<file path="src/rtl/cacheline_arbiter_pkg.sv">
// rtl/cacheline_arbiter_pkg.sv - shared types and widths for the cache-line DFP arbiter
package arb_pkg;
    localparam int ARB_ADDR_W = 32;
    localparam int ARB_LINE_W = 256;

    typedef enum logic [1:0] {IDLE, I_BUSY, D_BUSY, DONE} arb_state_t;
    typedef enum logic {OWN_I, OWN_D} arb_owner_t;
endpackage

</file>
<file path="src/rtl/cacheline_arbiter_if.sv">
// rtl/cacheline_arbiter_if.sv - I-cache, D-cache and line-level DFP signals of the arbiter
interface cacheline_arbiter_if #(
    parameter int ADDR_W = arb_pkg::ARB_ADDR_W,
    parameter int LINE_W = arb_pkg::ARB_LINE_W
);
    logic [ADDR_W-1:0] i_dfp_addr;
    logic              i_dfp_read;
    logic [LINE_W-1:0] i_dfp_rdata;
    logic              i_dfp_resp;

    logic [ADDR_W-1:0] d_dfp_addr;
    logic              d_dfp_read;
    logic              d_dfp_write;
    logic [LINE_W-1:0] d_dfp_wdata;
    logic [LINE_W-1:0] d_dfp_rdata;
    logic              d_dfp_resp;

    logic [ADDR_W-1:0] dfp_addr;
    logic              dfp_read;
    logic              dfp_write;
    logic [LINE_W-1:0] dfp_wdata;
    logic [LINE_W-1:0] dfp_rdata;
    logic              dfp_resp;

    modport slave (
        input  i_dfp_addr, i_dfp_read,
        output i_dfp_rdata, i_dfp_resp,
        input  d_dfp_addr, d_dfp_read, d_dfp_write, d_dfp_wdata,
        output d_dfp_rdata, d_dfp_resp,
        output dfp_addr, dfp_read, dfp_write, dfp_wdata,
        input  dfp_rdata, dfp_resp
    );

    modport master (
        output i_dfp_addr, i_dfp_read,
        input  i_dfp_rdata, i_dfp_resp,
        output d_dfp_addr, d_dfp_read, d_dfp_write, d_dfp_wdata,
        input  d_dfp_rdata, d_dfp_resp,
        input  dfp_addr, dfp_read, dfp_write, dfp_wdata,
        output dfp_rdata, dfp_resp
    );
endinterface

</file>
<file path="src/rtl/cacheline_arbiter.sv">
// rtl/cacheline_arbiter.sv - I/D cache-line arbiter onto one DFP port; ARB_ROUND_ROBIN_EN selects round-robin over fixed D priority
module cacheline_arbiter
    import arb_pkg::*;
#(
    parameter int ADDR_W = ARB_ADDR_W,
    parameter int LINE_W = ARB_LINE_W
) (
    input  logic                clk,
    input  logic                rst,
    cacheline_arbiter_if.slave  bus
);
    arb_state_t        state_q, state_d;
    logic [ADDR_W-1:0] addr_q, addr_d;
    logic              read_q, read_d;
    logic              write_q, write_d;
    logic [LINE_W-1:0] wdata_q, wdata_d;
    logic              i_req, d_req;
    logic              grant_i, grant_d;

`ifdef ARB_ROUND_ROBIN_EN
    arb_owner_t        ptr_q, ptr_d;
`endif

    assign i_req = bus.i_dfp_read;
    assign d_req = bus.d_dfp_read | bus.d_dfp_write;

    always_comb begin
        grant_i = 1'b0;
        grant_d = 1'b0;
`ifdef ARB_ROUND_ROBIN_EN
        if (i_req && d_req) begin
            grant_i = (ptr_q == OWN_I);
            grant_d = (ptr_q == OWN_D);
        end else begin
            grant_i = i_req;
            grant_d = d_req;
        end
`else
        grant_d = d_req;
        grant_i = i_req & ~d_req;
`endif
    end

    always_comb begin
        state_d = state_q;
        addr_d  = addr_q;
        read_d  = read_q;
        write_d = write_q;
        wdata_d = wdata_q;
`ifdef ARB_ROUND_ROBIN_EN
        ptr_d   = ptr_q;
`endif
        case (state_q)
            IDLE: begin
                // read+write together from the D-cache degrades to a writeback
                if (grant_d) begin
                    state_d = D_BUSY;
                    addr_d  = bus.d_dfp_addr;
                    wdata_d = bus.d_dfp_wdata;
                    write_d = bus.d_dfp_write;
                    read_d  = bus.d_dfp_read & ~bus.d_dfp_write;
`ifdef ARB_ROUND_ROBIN_EN
                    ptr_d   = OWN_I;
`endif
                end else if (grant_i) begin
                    state_d = I_BUSY;
                    addr_d  = bus.i_dfp_addr;
                    wdata_d = '0;
                    write_d = 1'b0;
                    read_d  = 1'b1;
`ifdef ARB_ROUND_ROBIN_EN
                    ptr_d   = OWN_D;
`endif
                end
            end
            I_BUSY, D_BUSY: begin
                if (bus.dfp_resp) begin
                    state_d = DONE;
                    addr_d  = '0;
                    wdata_d = '0;
                    read_d  = 1'b0;
                    write_d = 1'b0;
                end
            end
            DONE:    state_d = IDLE;
            default: state_d = IDLE;
        endcase
    end

    always_ff @(posedge clk or negedge rst) begin
        if (!rst) begin
            state_q <= IDLE;
            addr_q  <= '0;
            read_q  <= 1'b0;
            write_q <= 1'b0;
            wdata_q <= '0;
`ifdef ARB_ROUND_ROBIN_EN
            ptr_q   <= OWN_I;
`endif
        end else begin
            state_q <= state_d;
            addr_q  <= addr_d;
            read_q  <= read_d;
            write_q <= write_d;
            wdata_q <= wdata_d;
`ifdef ARB_ROUND_ROBIN_EN
            ptr_q   <= ptr_d;
`endif
        end
    end

    assign bus.dfp_addr  = addr_q;
    assign bus.dfp_read  = read_q;
    assign bus.dfp_write = write_q;
    assign bus.dfp_wdata = wdata_q;

    // responses pass straight through to the owner only; idle/dead-cycle responses vanish
    assign bus.i_dfp_resp  = (state_q == I_BUSY) & bus.dfp_resp;
    assign bus.i_dfp_rdata = (state_q == I_BUSY) ? bus.dfp_rdata : '0;
    assign bus.d_dfp_resp  = (state_q == D_BUSY) & bus.dfp_resp;
    assign bus.d_dfp_rdata = (state_q == D_BUSY) ? bus.dfp_rdata : '0;

`ifndef SYNTHESIS
    illegal_rw_a: assert property (@(posedge clk) disable iff (!rst)
        !(bus.d_dfp_read && bus.d_dfp_write))
        else $warning("d-cache read and write asserted together, treated as write");
    spurious_resp_a: assert property (@(posedge clk) disable iff (!rst)
        !((state_q == IDLE || state_q == DONE) && bus.dfp_resp))
        else $warning("dfp_resp outside a transaction dropped");
`endif
endmodule

</file>
<file path="src/flat_wrapper.sv">
// flat-port wrapper written by rule: the top's interface ports become plain ports
module cacheline_arbiter_flat import arb_pkg::*;
#(
    parameter int ADDR_W = ARB_ADDR_W,
    parameter int LINE_W = ARB_LINE_W
)
  (clk, rst, bus_i_dfp_addr, bus_i_dfp_read, bus_i_dfp_rdata, bus_i_dfp_resp, bus_d_dfp_addr, bus_d_dfp_read, bus_d_dfp_write, bus_d_dfp_wdata, bus_d_dfp_rdata, bus_d_dfp_resp, bus_dfp_addr, bus_dfp_read, bus_dfp_write, bus_dfp_wdata, bus_dfp_rdata, bus_dfp_resp);
  cacheline_arbiter_if #(.ADDR_W(ADDR_W), .LINE_W(LINE_W)) bus_i ();
  input  logic clk;
  input  logic rst;
  input wire logic [$bits(bus_i.i_dfp_addr)-1:0] bus_i_dfp_addr;
  input wire logic [$bits(bus_i.i_dfp_read)-1:0] bus_i_dfp_read;
  output wire logic [$bits(bus_i.i_dfp_rdata)-1:0] bus_i_dfp_rdata;
  output wire logic [$bits(bus_i.i_dfp_resp)-1:0] bus_i_dfp_resp;
  input wire logic [$bits(bus_i.d_dfp_addr)-1:0] bus_d_dfp_addr;
  input wire logic [$bits(bus_i.d_dfp_read)-1:0] bus_d_dfp_read;
  input wire logic [$bits(bus_i.d_dfp_write)-1:0] bus_d_dfp_write;
  input wire logic [$bits(bus_i.d_dfp_wdata)-1:0] bus_d_dfp_wdata;
  output wire logic [$bits(bus_i.d_dfp_rdata)-1:0] bus_d_dfp_rdata;
  output wire logic [$bits(bus_i.d_dfp_resp)-1:0] bus_d_dfp_resp;
  output wire logic [$bits(bus_i.dfp_addr)-1:0] bus_dfp_addr;
  output wire logic [$bits(bus_i.dfp_read)-1:0] bus_dfp_read;
  output wire logic [$bits(bus_i.dfp_write)-1:0] bus_dfp_write;
  output wire logic [$bits(bus_i.dfp_wdata)-1:0] bus_dfp_wdata;
  input wire logic [$bits(bus_i.dfp_rdata)-1:0] bus_dfp_rdata;
  input wire logic [$bits(bus_i.dfp_resp)-1:0] bus_dfp_resp;
  assign bus_i.i_dfp_addr = bus_i_dfp_addr;
  assign bus_i.i_dfp_read = bus_i_dfp_read;
  assign bus_i_dfp_rdata = bus_i.i_dfp_rdata;
  assign bus_i_dfp_resp = bus_i.i_dfp_resp;
  assign bus_i.d_dfp_addr = bus_d_dfp_addr;
  assign bus_i.d_dfp_read = bus_d_dfp_read;
  assign bus_i.d_dfp_write = bus_d_dfp_write;
  assign bus_i.d_dfp_wdata = bus_d_dfp_wdata;
  assign bus_d_dfp_rdata = bus_i.d_dfp_rdata;
  assign bus_d_dfp_resp = bus_i.d_dfp_resp;
  assign bus_dfp_addr = bus_i.dfp_addr;
  assign bus_dfp_read = bus_i.dfp_read;
  assign bus_dfp_write = bus_i.dfp_write;
  assign bus_dfp_wdata = bus_i.dfp_wdata;
  assign bus_i.dfp_rdata = bus_dfp_rdata;
  assign bus_i.dfp_resp = bus_dfp_resp;
  cacheline_arbiter #(.ADDR_W(ADDR_W), .LINE_W(LINE_W)) u_core (.clk(clk), .rst(rst), .bus(bus_i));
endmodule
</file>
<file path="config.mk">
export PLATFORM = sky130hd
export DESIGN_NAME = cacheline_arbiter_flat
export DESIGN_NICKNAME = d
export VERILOG_FILES = /design/src/rtl/cacheline_arbiter_pkg.sv /design/src/rtl/cacheline_arbiter_if.sv /design/src/rtl/cacheline_arbiter.sv /design/src/flat_wrapper.sv
export SDC_FILE = /design/constraint.sdc
export NUM_CORES = 1
export LEC_CHECK = 0
export CORE_AREA = 4 4 530 532
export CTS_BUF_LIST = sky130_fd_sc_hd__clkbuf_16
export CTS_CLUSTER_DIAMETER = 80
export DETAILED_ROUTE_END_ITERATION = 8
export DIE_AREA = 0 0 534 536
export GPL_TIMING_DRIVEN = 1
export SYNTH_ARGS = -nofsm -noshare
export SYNTH_HDL_FRONTEND = slang
export SYNTH_SLANG_ARGS = --single-unit
</file>
<file path="constraint.sdc">
create_clock -name clk -period 2.85 [get_ports clk]
set_input_delay 0.57 -clock clk [delete_from_list [all_inputs] [get_ports clk]]
set_output_delay 0.57 -clock clk [all_outputs]
set_load 0.005 [all_outputs]
</file>
==> flow_metrics.py <==
metrics = {
    "global_routing": {
        "antenna_found_initial": 159,
        "grt.total_usage": 0.1542,
        "grt-ovfl-total": 0,
        "grt_pass1_wl_um": 280700,
        "grt_pass1_vias": 22160,
        "grt_max_degree": 145,
    },
    "yosys": {
        "synth_area_um2": 16350,
        "avgSynthCellArea_um2": 8.742,
        "yosysUniqueCellTypes": 26,
        "synth_warnings": 0,
        "synthTopCellsByArea": "dfrtp_1 45%, and2_1 20%, o31ai_1 12%, nand2_1 5.9%, o21ai_0 4.8%",
        "ys_seq_elements": 292,
        "synth_cells": 1870,
        "ys.flop_type": "dfrtp_1",
        "synth_top_area_frac": 0.4470,
        "syn_nets": 2457,
        "synth_edf_count": 0,
        "synthArstFlopShare": 1.000,
        "seq_area_frac_synth": 0.4470,
        "synth_top_area_cell": "dfrtp_1",
    },
    "setup_path": {
        "cp-end-kind": "output port",
        "crit_path_frequent_cell": "buf_12",
        "path_max_fanout": 22,
        "criticalPathCategory": "flip-flop to output port",
        "crit_chain": "inv_2, ha_4, buf_12, buf_16, buf_12, and2_1, clkdlybuf4s50_1",
        "critPathLaunchType": "flip-flop",
        "worstPathArrival_ps": 2390,
        "required_ps": 2280,
        "cpMaxStageDelayCell": "clkdlybuf4s50_1",
        "r2r_slack_ps": 510,
        "cpPeakStageDelay_ps": 520,
    },
    "layout": {
        "layout.nets": 3898,
        "post-route-util": 0.1449,
        "syn_to_final_growth_pct": 144.6,
        "final_area_um2": 39990,
        "final_common_cell": "clkdlybuf4s50_1",
        "multi_input_area_um2": 8610,
        "fill_cells": 31300,
        "seqCellArea_um2": 7308,
        "layout_common_cells": "873 x clkdlybuf4s50_1, 379 x and2_1, 291 x dfrtp_1, 256 x nand2_1, 256 x o31ai_1",
        "drive_gt1_frac": 0.2104,
    },
    "die": {
        "die_h_um": 536,
        "rows": 193,
        "dieArea_um2": 286200,
        "core_um2": 276000,
        "initial_core_util": 0.05923,
        "die_width_um": 534,
        "pin_count": 1386,
    },
    "status": {
        "violations": "setup timing",
        "outcome": "finished with violations",
    },
    "power_and_ir_drop": {
        "ir_worst_vdd_mv": 0.7474,
        "p_total_mw": 38.50,
        "leakage_nw": 18.00,
        "powerDensity_nw_per_um2": 962.7,
    },
    "min_path": {
        "hold_class": "primary input to flip-flop",
    },
    "sta": {
        "fin_hold_ws_ps": 482.9,
        "rsz0062_at_grt": "yes",
        "worst_slew_pin_slew_ps": 777.9,
        "final_hold_viol_count": 0,
        "skew_ps": 25.88,
        "fin_crit_ps": 2960,
        "slew_violations": 0,
        "finalSetupViolations": 109,
        "max_freq_mhz": 337.9,
        "relSlewSlack": 0.4814,
        "fin_crit_sh": 1.038,
        "timing.final.ws_setup_ps": -109.7,
    },
    "placement": {
        "portBuffers": 1385,
        "dp_slack_ps": 94.14,
        "post-dp-hpwl_um": 202100,
        "place.gp.congestion": 0.9138,
        "place_area_um2": 36530,
    },
    "cts": {
        "cts_num_sinks": 292,
        "clockRootBuffer": "clkbuf_16",
        "cts_tree": "yes",
        "clkLatencyLatePin_ps": 620,
        "clk_pin_slew_ps": 60,
        "clock_path_buffers": 3,
        "cts_buffers": 40,
        "htreeDepth": 2,
    },
    "route": {
        "first_pass_iters": 5,
        "viasPerCell": 3.062,
        "post_drt_wl_per_cell_um": 32.93,
        "ant_nets": 0,
        "drtIter0Drc": 1222,
        "wl_um": 233000,
        "via_count": 21660,
        "drc_errors": 0,
    },
    "run": {
        "cap_violations": 0,
    },
}
==> cell families (layout without fill, tap and decap cells) <==
group,Yosys count,count (layout),synth area share
and+or+nand+nor,779,779,0.2596
AOI/OAI and AO/OA,548,548,0.2172
DFF,292,292,0.4470
buffers and inverters,211,1677,0.05090
muxes,35,35,0.02151
adders and majority gates,5,5,0.003827
other,0,33,0
==> what timing repair did <==
item                       CTS  global route
resized for setup          654           387
setup endpoints to repair  449           362
cloned                      26             4
pin swaps                    3             4
hold buffers                 1             0
hold endpoints to repair    53             0
setup buffers               60            27
==> per-stage QoR <==
step / instances / setup TNS (ps)
final: 7074 / -4390
after floorplan: 1870 / 0
after global placement: 6869 / 0
after CTS: 7022 / -42720
after detailed placement: 6869 / 0
after global routing: 7061 / -21740
==> metal layers <==
| layer | track usage | share of wire |
|---|---|---|
| met5 | 0 | 0.00061 |
| met4 | 0.04817 | 0.039 |
| met2 | 0.2717 | 0.49 |
| met3 | 0.07021 | 0.11 |
| met1 | 0.1637 | 0.36 |
==> critical path, delay by kind of cell, from the launching register on <==
family        cells  cell delay [ps]
fa+ha+maj         1              160
buf+inv           5             1050
flops             1              390
simple gates      1              130
==> path summary, 6_finish.rpt <==
check,start,endpoint,depth (start not counted)
max in group asynchronous,rst,u_core.bus.dfp_wdata[2]$_DFFE_PN0P_,3
min reg2reg,u_core.bus.dfp_addr[28]$_DFFE_PN0P_,u_core.bus.dfp_addr[28]$_DFFE_PN0P_,1
min,bus_d_dfp_wdata[119],u_core.bus.dfp_wdata[119]$_DFFE_PN0P_,3
max,u_core.state_q[0]$_DFFE_PN0P_,bus_d_dfp_rdata[164],7
max reg2reg,u_core.state_q[1]$_DFFE_PN0P_,u_core.bus.dfp_wdata[232]$_DFFE_PN0P_,9
min in group asynchronous,rst,u_core.bus.dfp_wdata[205]$_DFFE_PN0P_,2
==> Yosys cell counts, types with 2 or more instances <==
master and n:
buf_1 2, a21o_1 2, nor2_1 3, o21ai_2 10, nand2_1 256, or3_1 2
o21ai_1 90, ha_1 5, mux2i_1 34, o2bb2ai_1 32, inv_1 2, dfrtp_1 292
and2_1 514, o21ai_0 156, o31ai_1 256, buf_2 23, clkbuf_1 182
==> sequential cells by signal (all words and copies together), names as in the netlist <==
signal,flops
u_core.bus.dfp_write,1
u_core.state_q,2
u_core.bus.dfp_addr,32
u_core.bus.dfp_wdata,256
u_core.bus.dfp_read,1
==> layout make-up <==
cell class	count	area share
Clock buffer	40	0.02503
Multi-Input combinational cell	1367	0.2153
Inverter	2	0.0002503
Sequential cell	292	0.1827
Timing Repair Buffer	1608	0.4524
Clock inverter	27	0.006320
Tap cell	3705	0.1159
Antenna cell	33	0.002065
==> report_power, final <==
part	leakage, nW	internal (mW)	total, mW	switching (mW)
logic	13.5	12.8	27.1	14.3
clock network	0.633	2.77	5.04	2.27
registers	3.85	5.57	6.39	0.825
Note: power is estimated with default switching activity, not from simulation.
